<file path="src/rtl/fpu_lib.sv">
// Shared FP16 library package.
// Provides the significand width derived from `FP16_FRACW and the state
// encoding of the sequential radix-4 significand multiplier.
// Optional build macro used by fpu_sig_mul_r4: FPU_SIGMUL_EARLY_TERM_EN.
`ifndef FP16_FRACW
`define FP16_FRACW 10
`endif

package fpu_lib;

    // Significand width including the implicit bit.
    localparam int unsigned FP16_SIGW = `FP16_FRACW + 1;

    typedef enum logic [1:0] {
        SM_IDLE,
        SM_BUSY,
        SM_DONE
    } fpuSigMulState_t;

endpackage

</file>
<file path="src/rtl/fpu_sig_mul_pp.sv">
// Radix-4 partial-product select for the significand multiplier.
// Ports:
//   digit      - current 2-bit multiplier digit
//   mcand      - aligned multiplicand (1x)
//   m3         - aligned 3x multiplicand
//   partProd_c - combinational partial product 0 / 1x / 2x / 3x
module fpu_sig_mul_pp #(
    parameter int unsigned SIGW = 11
) (
    input  logic [1:0]        digit,
    input  logic [2*SIGW:0]   mcand,
    input  logic [2*SIGW:0]   m3,
    output logic [2*SIGW+1:0] partProd_c
);

    localparam int unsigned ACCW = 2 * SIGW + 2;

    // Pick the multiple of the multiplicand selected by the digit.
    always_comb begin
        partProd_c = '0;
        case (digit)
            2'd1:    partProd_c = ACCW'(mcand);
            2'd2:    partProd_c = {mcand, 1'b0};
            2'd3:    partProd_c = ACCW'(m3);
            default: partProd_c = '0;
        endcase
    end

endmodule

</file>
<file path="src/rtl/fpu_sig_mul_r4.sv">
// Sequential radix-4 significand multiplier for the FP16 multiply datapath.
// Retires two multiplier bits per cycle and returns the full unnormalized
// product {int[1:0], frac} through a start/done handshake.
// Optional macro FPU_SIGMUL_EARLY_TERM_EN: finish as soon as the remaining
// multiplier bits are all zero (latency 1..ITER instead of fixed ITER).
// Ports:
//   clock, reset - clock and asynchronous active-high reset
//   start        - request, sampled only in SM_IDLE / SM_DONE
//   mulIn1       - multiplicand significand
//   mulIn2       - multiplier significand
//   mulOut       - registered product, valid while done
//   done         - product valid, held until next accepted start
//   busy         - iteration in progress
module fpu_sig_mul_r4
    import fpu_lib::*;
#(
    parameter int unsigned SIGW = FP16_SIGW
) (
    input  logic              clock,
    input  logic              reset,
    input  logic              start,
    input  logic [SIGW-1:0]   mulIn1,
    input  logic [SIGW-1:0]   mulIn2,
    output logic [2*SIGW-1:0] mulOut,
    output logic              done,
    output logic              busy
);

    localparam int unsigned ITER = (SIGW + 1) / 2;
    localparam int unsigned MCW  = 2 * SIGW + 1;
    localparam int unsigned ACCW = 2 * SIGW + 2;
    localparam int unsigned MPW  = 2 * ITER;
    localparam int unsigned CNTW = $clog2(ITER + 1);

    fpuSigMulState_t state, stateNext;

    logic [MCW-1:0]  mcand;
    logic [MCW-1:0]  m3;
    logic [MPW-1:0]  mplier;
    logic [ACCW-1:0] acc;
    logic [CNTW-1:0] cnt;

    logic [ACCW-1:0] partProd_c;
    logic [ACCW-1:0] accNext;
    logic [MPW-1:0]  mplierShift;
    logic            accept;
    logic            finish;

    fpu_sig_mul_pp #(
        .SIGW (SIGW)
    ) u_pp (
        .digit      (mplier[1:0]),
        .mcand      (mcand),
        .m3         (m3),
        .partProd_c (partProd_c)
    );

    assign accNext     = acc + partProd_c;
    assign mplierShift = mplier >> 2;

    // Next-state and handshake decode.
    always_comb begin
        stateNext = state;
        accept    = 1'b0;
        finish    = 1'b0;
        case (state)
            SM_IDLE: begin
                if (start) begin
                    accept    = 1'b1;
                    stateNext = SM_BUSY;
                end
            end
            SM_BUSY: begin
`ifdef FPU_SIGMUL_EARLY_TERM_EN
                finish = (cnt == CNTW'(ITER - 1)) || (mplierShift == '0);
`else
                finish = (cnt == CNTW'(ITER - 1));
`endif
                if (finish) begin
                    stateNext = SM_DONE;
                end
            end
            SM_DONE: begin
                if (start) begin
                    accept    = 1'b1;
                    stateNext = SM_BUSY;
                end
            end
            default: stateNext = SM_IDLE;
        endcase
    end

    // State register with registered status flags.
    always_ff @(posedge clock or posedge reset) begin
        if (reset) begin
            state <= SM_IDLE;
            done  <= 1'b0;
            busy  <= 1'b0;
        end else begin
            state <= stateNext;
            done  <= (stateNext == SM_DONE);
            busy  <= (stateNext == SM_BUSY);
        end
    end

    // Operand latch, shift-and-add iteration and product capture.
    always_ff @(posedge clock or posedge reset) begin
        if (reset) begin
            mcand  <= '0;
            m3     <= '0;
            mplier <= '0;
            acc    <= '0;
            cnt    <= '0;
            mulOut <= '0;
        end else if (accept) begin
            mcand  <= MCW'(mulIn1);
            m3     <= MCW'(mulIn1) + (MCW'(mulIn1) << 1);
            mplier <= MPW'(mulIn2);
            acc    <= '0;
            cnt    <= '0;
        end else if (state == SM_BUSY) begin
            acc    <= accNext;
            mcand  <= mcand << 2;
            m3     <= m3 << 2;
            mplier <= mplierShift;
            cnt    <= CNTW'(cnt + 1'b1);
            if (finish) begin
                mulOut <= accNext[2*SIGW-1:0];
            end
        end
    end

    // A product of two SIGW-bit operands never reaches the top two acc bits.
    accUpperZero: assert property (
        @(posedge clock) disable iff (reset)
        (state == SM_BUSY && finish) |-> (accNext[ACCW-1:ACCW-2] == 2'b00)
    );

endmodule

</file>
<file path="config.mk">
export PLATFORM = sky130hd
export DESIGN_NAME = fpu_sig_mul_r4
export DESIGN_NICKNAME = d
export VERILOG_FILES = /design/src/rtl/fpu_lib.sv /design/src/rtl/fpu_sig_mul_pp.sv /design/src/rtl/fpu_sig_mul_r4.sv
export SDC_FILE = /design/constraint.sdc
export NUM_CORES = 1
export LEC_CHECK = 0
export BUFFER_PORTS_ARGS = -buffer_cell sky130_fd_sc_hd__buf_2
export CAP_MARGIN = 10
export CORE_MARGIN = 1
export CORE_UTILIZATION = 60
export DETAILED_ROUTE_END_ITERATION = 6
export GPL_ROUTABILITY_DRIVEN = 0
export GPL_TIMING_DRIVEN = 0
export PLACE_DENSITY_LB_ADDON = 0.05
export RECOVER_POWER = 25
export SLEW_MARGIN = 10
export SYNTH_ARGS = -nofsm -noshare
export SYNTH_HDL_FRONTEND = slang
export SYNTH_SLANG_ARGS = --single-unit
</file>
<file path="constraint.sdc">
create_clock -name clock -period 5.3 [get_ports clock]
set_clock_uncertainty 0.05 [all_clocks]
set_input_delay 1.325 -clock clock [delete_from_list [all_inputs] [get_ports clock]]
set_output_delay 1.325 -clock clock [all_outputs]
set_load 0.005 [all_outputs]
</file>
==> results of run 1 <==
-- registers in the layout, indices dropped and copies added (netlist names) --
signal	cells
mulOut	22
done	1
acc	22
m3	21
busy	1
state	2
mplier	11
cnt	3
mcand	22
-- worst paths after layout --
path	slack, ns	from	end	depth (start not counted)
max	1.41	mplier[0]$_DFFE_PP0P_	mulOut[20]$_DFFE_PP0P_	13
max reg2reg	1.41	mplier[0]$_DFFE_PP0P_	mulOut[20]$_DFFE_PP0P_	13
min reg2reg	0.43	mulOut[5]$_DFFE_PP0P_	mulOut[5]$_DFFE_PP0P_	2
min	0.43	mulOut[5]$_DFFE_PP0P_	mulOut[5]$_DFFE_PP0P_	2
max in group asynchronous	1.70	reset	m3[13]$_DFFE_PP0P_	3
min in group asynchronous	1.27	reset	busy$_DFF_PP0_	2
-- power breakdown --
group / internal (mW) / switching [mW]
Sequential: 1.15 / 0.259
Combinational: 0.934 / 1.30
Clock: 0.243 / 0.281
-- worst max-delay path, stage by stage, from the launching register on --
cell	delay, ns
dfrtp_1	0.34
clkbuf_1	0.27
clkbuf_1	0.52
mux2_2	0.40
a22o_1	0.19
ha_1	0.36
a21o_1	0.21
a2111oi_0	0.55
inv_1	0.09
o221ai_1	0.19
a31oi_1	0.07
nor2_1	0.14
xor2_1	0.29
o21ai_1	0.09
-- cell usage in the layout (no fill, tap or decap), types with 12 or more instances in the layout --
| cell type | synthesis | routed |
|---|---|---|
| dfrtp_1 | 105 | 105 |
| nand2_1 | 93 | 93 |
| buf_2 | 1 | 49 |
| a22o_1 | 47 | 47 |
| o21ai_1 | 36 | 36 |
| ha_1 | 35 | 35 |
| clkbuf_1 | 30 | 30 |
| a22oi_1 | 27 | 27 |
| o21ai_0 | 27 | 27 |
| a21oi_1 | 24 | 24 |
| mux2_2 | 22 | 22 |
| nor2_1 | 14 | 14 |
| xnor2_1 | 14 | 14 |
| a21o_1 | 12 | 12 |
-- layout make-up --
type	instances	area share
multi-input cells	435	0.476
flip-flops and latches	105	0.405
repair buffers	49	0.0378
well taps	129	0.0249
clock buffers	11	0.0233
plain buffers	33	0.0195
clock inverters	4	0.00810
inverters	9	0.00540
-- layer usage --
layer	up-vias	global-route usage	wire, um	share of wire
met3	21	0.0465	593	0.044
met5	-	0	0	0
met4	0	0.0903	274	0.020
li1	2255	-	-	-
met2	122	0.437	6160	0.46
met1	2318	0.404	6380	0.48
-- per-stage QoR --
step | cell area (um2) | util
2_1_floorplan | 5870 | -
3_3_place_gp | 6270 | 0.670
3_5_place_dp | 6300 | 0.673
4_1_cts | 6510 | 0.695
5_1_grt | 6480 | 0.692
6_report | 6480 | 0.692
-- cells by family (layout without fill, tap and decap cells) --
family,after synthesis,in the layout,synth area share
AO/OA/AOI/OAI,210,210,0.253
AND/OR/NAND/NOR,140,140,0.106
flip-flops,105,105,0.447
buffers and inverters,42,106,0.0273
adder cells (fa/ha/maj),37,37,0.0814
XOR/XNOR,25,25,0.0405
multiplexers,23,23,0.0441
==> run metrics, run 1 <==
status=finished with violations; failing checks=max-capacitance violations, max-slew violations; largest net degree at the start of global routing=68; CTS Buffer Depth=2; unrepaired setup endpoints after global routing=false; arrival time of data at the critical path endpoint=4.08 ns; Final #Nets=704; Pwr per Cell Area=643 mW/mm2; synthesis-to-finish area growth=10.4%; via count of the first global-routing pass=4496; Chip Height=101 um; final setup vio count=0; Antenna Violating Nets Remaining=0; Placeable Area=0.00937 mm2; antenna cell count=0; Min-Delay Path Class=flop to flop; #FFs+latches synth=105; number of standard cells in the layout, taps in and fillers out=775; post-layout power=4.17 mW; number of sinks handled by clock tree synthesis=105; total nets after synthesis=644; peak ir drop on the vdd network=0.000275 V; area of the die=0.0102 mm2; max-slew headroom at the worst pin=-0.0970; setup TNS=0 ns; number of buffers inserted by hold repair at cts=0; Yosys top cell area share=0.447; count of flip-flops with a built-in enable after synthesis=0; max-capacitance violation count=2; actual transition at the worst max-transition pin=1.65 ns; clk slew on worst S/H paths=0.10 ns; post-cts resize count=0; gr usage total=0.282; number of buffers inserted by post-CTS setup repair=0; Synth area leaders=dfrtp_1, ha_1, a22o_1, nand2_1, mux2_2; Initial DRC Count=274; data required time of the critical path=5.49 ns; Startpoint Class=flop; sequential-to-total area share from yosys stat=0.447; total overflow reported by the global router=0; layout cells sized above 1=0.155; most used flip-flop cell after synthesis=dfrtp_1; yosys warns=0; Detailed Routing Iterations Pass 1=5; Post-Synthesis Cells=582; highest achievable clock rate=257 MHz; Die Width=101 um; CTS Buf Count=9; area of the mapped netlist=0.00587 mm2; Crit Path Category=flop to flop; worst hold margin=0.428 ns; per-cell via count in the routed design=6.09; Total Wirelength=13400 um; final worst slack=1.41 ns; TritonCTS clock tree=yes; commonest cells in the synthesized netlist=dfrtp_1, nand2_1, a22o_1; post-route clock period utilization=0.734; average wire per cell in the routed design=17.3 um; async set or reset register ratio after synthesis=1.00; number of cells in the design after placement=760; min Tclk post-route=3.89 ns; number of library cell types mapped by synthesis=53; Leakage=3.09 nW; number of buffers inserted by port buffering=48; fill count=783; library cell used as clock root buffer=clkbuf_8; std cell rows=35; post-detail-place hpwl=9900 um; post-synth top area cell=dfrtp_1; most numerous cell in the Yosys netlist=dfrtp_1; Sequential cell area=0.00263 mm2; number of H-tree levels=3; Place WS=1.46 ns; crit path max fanout=10; initial antenna violation count=0; post-detailed-route DRC marker count=0; multi-input gate area in the final layout=0.00309 mm2; kind of capture point of the worst setup path=flop; per-instance average area after synthesis=10.1 um2; total vias in the final route=4716; Slew Limit Fails=108; I/O pin count=49; Clk Latency, worst-skew pair=0.37 ns; number of hold-slack violations in the final timing report=0; Initial Utilization=0.627; first-pass GRT wire length=22100 um
(Power assumes the default switching activity.)
==> run 2: changes to the inputs <==
==> constraint.sdc (replaced) <==
create_clock -name clock -period 3.6 [get_ports clock]
set_clock_uncertainty 0.05 [all_clocks]
set_input_delay 0.9 -clock clock [delete_from_list [all_inputs] [get_ports clock]]
set_output_delay 0.9 -clock clock [all_outputs]
set_load 0.005 [all_outputs]
==> run 2 against run 1 <==
Against the previous run:
- the run still ends with max-capacitance violations, max-slew violations left
- power rose by 47%
- critical path depth fell by 1
- flip-flop and latch count did not move
- cell count rose by 0.26%
- utilization rose by 0.48 points
- non-clock buffer count rose by 1
- fmax rose by 14%
- clock power rose by 33%
- register-to-register slack got worse by 1.2 ns
- setup slack got worse by 1.2 ns
- critical path type unchanged
==> run metrics, run 2 (synthesized netlist as in run 1, its figures left out) <==
first-pass GRT wire length=22700 um; unrepaired setup endpoints after global routing=false; Chip Height=101 um; synthesis-to-finish area growth=11.2%; Total Wirelength=13500 um; reg-to-reg startpoint=mplier[0]$_DFFE_PP0P_; final setup vio count=0; cell count of the worst hold path=2; data required time of the critical path=3.79 ns; gr usage total=0.291; number of standard cells in the layout, taps in and fillers out=777; CTS Buffer Depth=2; kind of capture point of the worst setup path=flop; TritonCTS clock tree=yes; post-route clock period utilization=0.950; clk slew on worst S/H paths=0.11 ns; Detailed Routing Iterations Pass 1=5; number of hold-slack violations in the final timing report=0; initial antenna violation count=0; Hold Path Origin=mulOut[6]$_DFFE_PP0P_; Crit Path Category=flop to flop; setup TNS=0 ns; via count of the first global-routing pass=4537; status=finished with violations; failing checks=max-capacitance violations, max-slew violations; layout cells sized above 1=0.170; library cell used as clock root buffer=clkbuf_8; most common library cell in the layout ignoring fill and taps=dfrtp_1; number of buffers inserted by port buffering=48; number of buffers inserted by hold repair at cts=0; average wire per cell in the routed design=17.4 um; max-slew headroom at the worst pin=-0.0454; Clk Latency, worst-skew pair=0.37 ns; crit path max fanout=10; Antenna Violating Nets Remaining=0; largest net degree at the start of global routing=36; final worst slack=0.180 ns; Leakage=3.11 nW; highest achievable clock rate=292 MHz; min Tclk post-route=3.42 ns; Reg-to-Reg End=acc[18]$_DFFE_PP0P_; worst hold margin=0.437 ns; peak ir drop on the vdd network=0.000364 V; CTS Buf Count=9; fraction of the core area covered by cells at the end of the flow=0.697; most frequent cells in the layout=dfrtp_1, nand2_1, buf_2; Pwr per Cell Area=935 mW/mm2; sink of the worst hold path=mulOut[6]$_DFFE_PP0P_; R2R depth=12; post-detail-place hpwl=10200 um; max-capacitance violation count=1; number of sinks handled by clock tree synthesis=105; Die Width=101 um; design area=0.00653 mm2; Place WS=-0.364 ns; antenna cell count=0; total overflow reported by the global router=0; arrival time of data at the critical path endpoint=3.61 ns; per-cell via count in the routed design=5.96; Initial Utilization=0.627; post-layout power=6.11 mW; Slew Limit Fails=30; biggest regs=acc (22), mcand (22), mulOut (22); Startpoint Class=flop; Final #Nets=705; slack of the worst reg-to-reg path=0.18 ns; Min-Delay Path Class=flop to flop; area of the die=0.0102 mm2; Placeable Area=0.00937 mm2; number of cells in the design after placement=762; Initial DRC Count=206; std cell rows=35; actual transition at the worst max-transition pin=1.57 ns; post-detailed-route DRC marker count=0; number of H-tree levels=3; standard cell area after detailed placement=0.00634 mm2; I/O pin count=49; total vias in the final route=4629
## run 2: worst max-delay path by stage
stage | start | to | slack, ns | depth (start not counted)
after floorplan | mplier[0]$_DFFE_PP0P_ | acc[16]$_DFFE_PP0P_ | 0.36 | 13
after global placement | mplier[0]$_DFFE_PP0P_ | acc[20]$_DFFE_PP0P_ | -0.15 | 13
after detailed placement | mplier[0]$_DFFE_PP0P_ | mulOut[20]$_DFFE_PP0P_ | -0.36 | 13
after CTS | mplier[0]$_DFFE_PP0P_ | acc[18]$_DFFE_PP0P_ | 0.11 | 12
after global routing | mplier[0]$_DFFE_PP0P_ | mulOut[18]$_DFFE_PP0P_ | 0.003 | 12
final | mplier[0]$_DFFE_PP0P_ | acc[18]$_DFFE_PP0P_ | 0.18 | 12
## run 2: where the power goes
part | total [mW] | leakage (nW) | internal, mW | switching, mW
registers | 2.08 | 1.34 | 1.69 | 0.393
logic | 3.33 | 1.67 | 1.40 | 1.93
clock network | 0.698 | 0.0903 | 0.277 | 0.422
## run 2: final cells by class
| class | instances | area (um2) |
|---|---|---|
| Timing Repair Buffer | 51 | 284 |
| Inverter | 9 | 35.0 |
| Multi-Input combinational cell | 435 | 3110 |
| Sequential cell | 105 | 2630 |
| Buffer | 32 | 133 |
| Tap cell | 129 | 161 |
| Clock inverter | 5 | 38.8 |
| Fill cell | 742 | 2840 |
| Clock buffer | 11 | 141 |
## run 2: critical path, cell delays in order (launching register included)
cell and delay [ns]:
dfrtp_2 0.45, clkbuf_4 0.25, mux2_2 0.36, a22o_1 0.22
ha_1 0.35, o21ai_0 0.24, o21a_2 0.20, o31ai_4 0.09
o31ai_4 0.32, a21oi_1 0.11, a21oi_1 0.23, xor2_1 0.32
o21ai_1 0.09
## run 2: layer usage
| metal | share of wire | global-route usage | up-vias |
|---|---|---|---|
| met3 | 0.051 | 0.0368 | 20 |
| met1 | 0.48 | 0.421 | 2208 |
| met4 | 0.017 | 0.0948 | 0 |
| li1 | - | - | 2255 |
| met2 | 0.45 | 0.457 | 146 |
| met5 | 0 | 0 | - |
## run 2: what timing repair did
action | in CTS | in global routing
gates resized for setup | 7 | 7
pin swaps | 1 | 0
setup endpoints to repair | 14 | 8
buffers inserted | 0 | 0
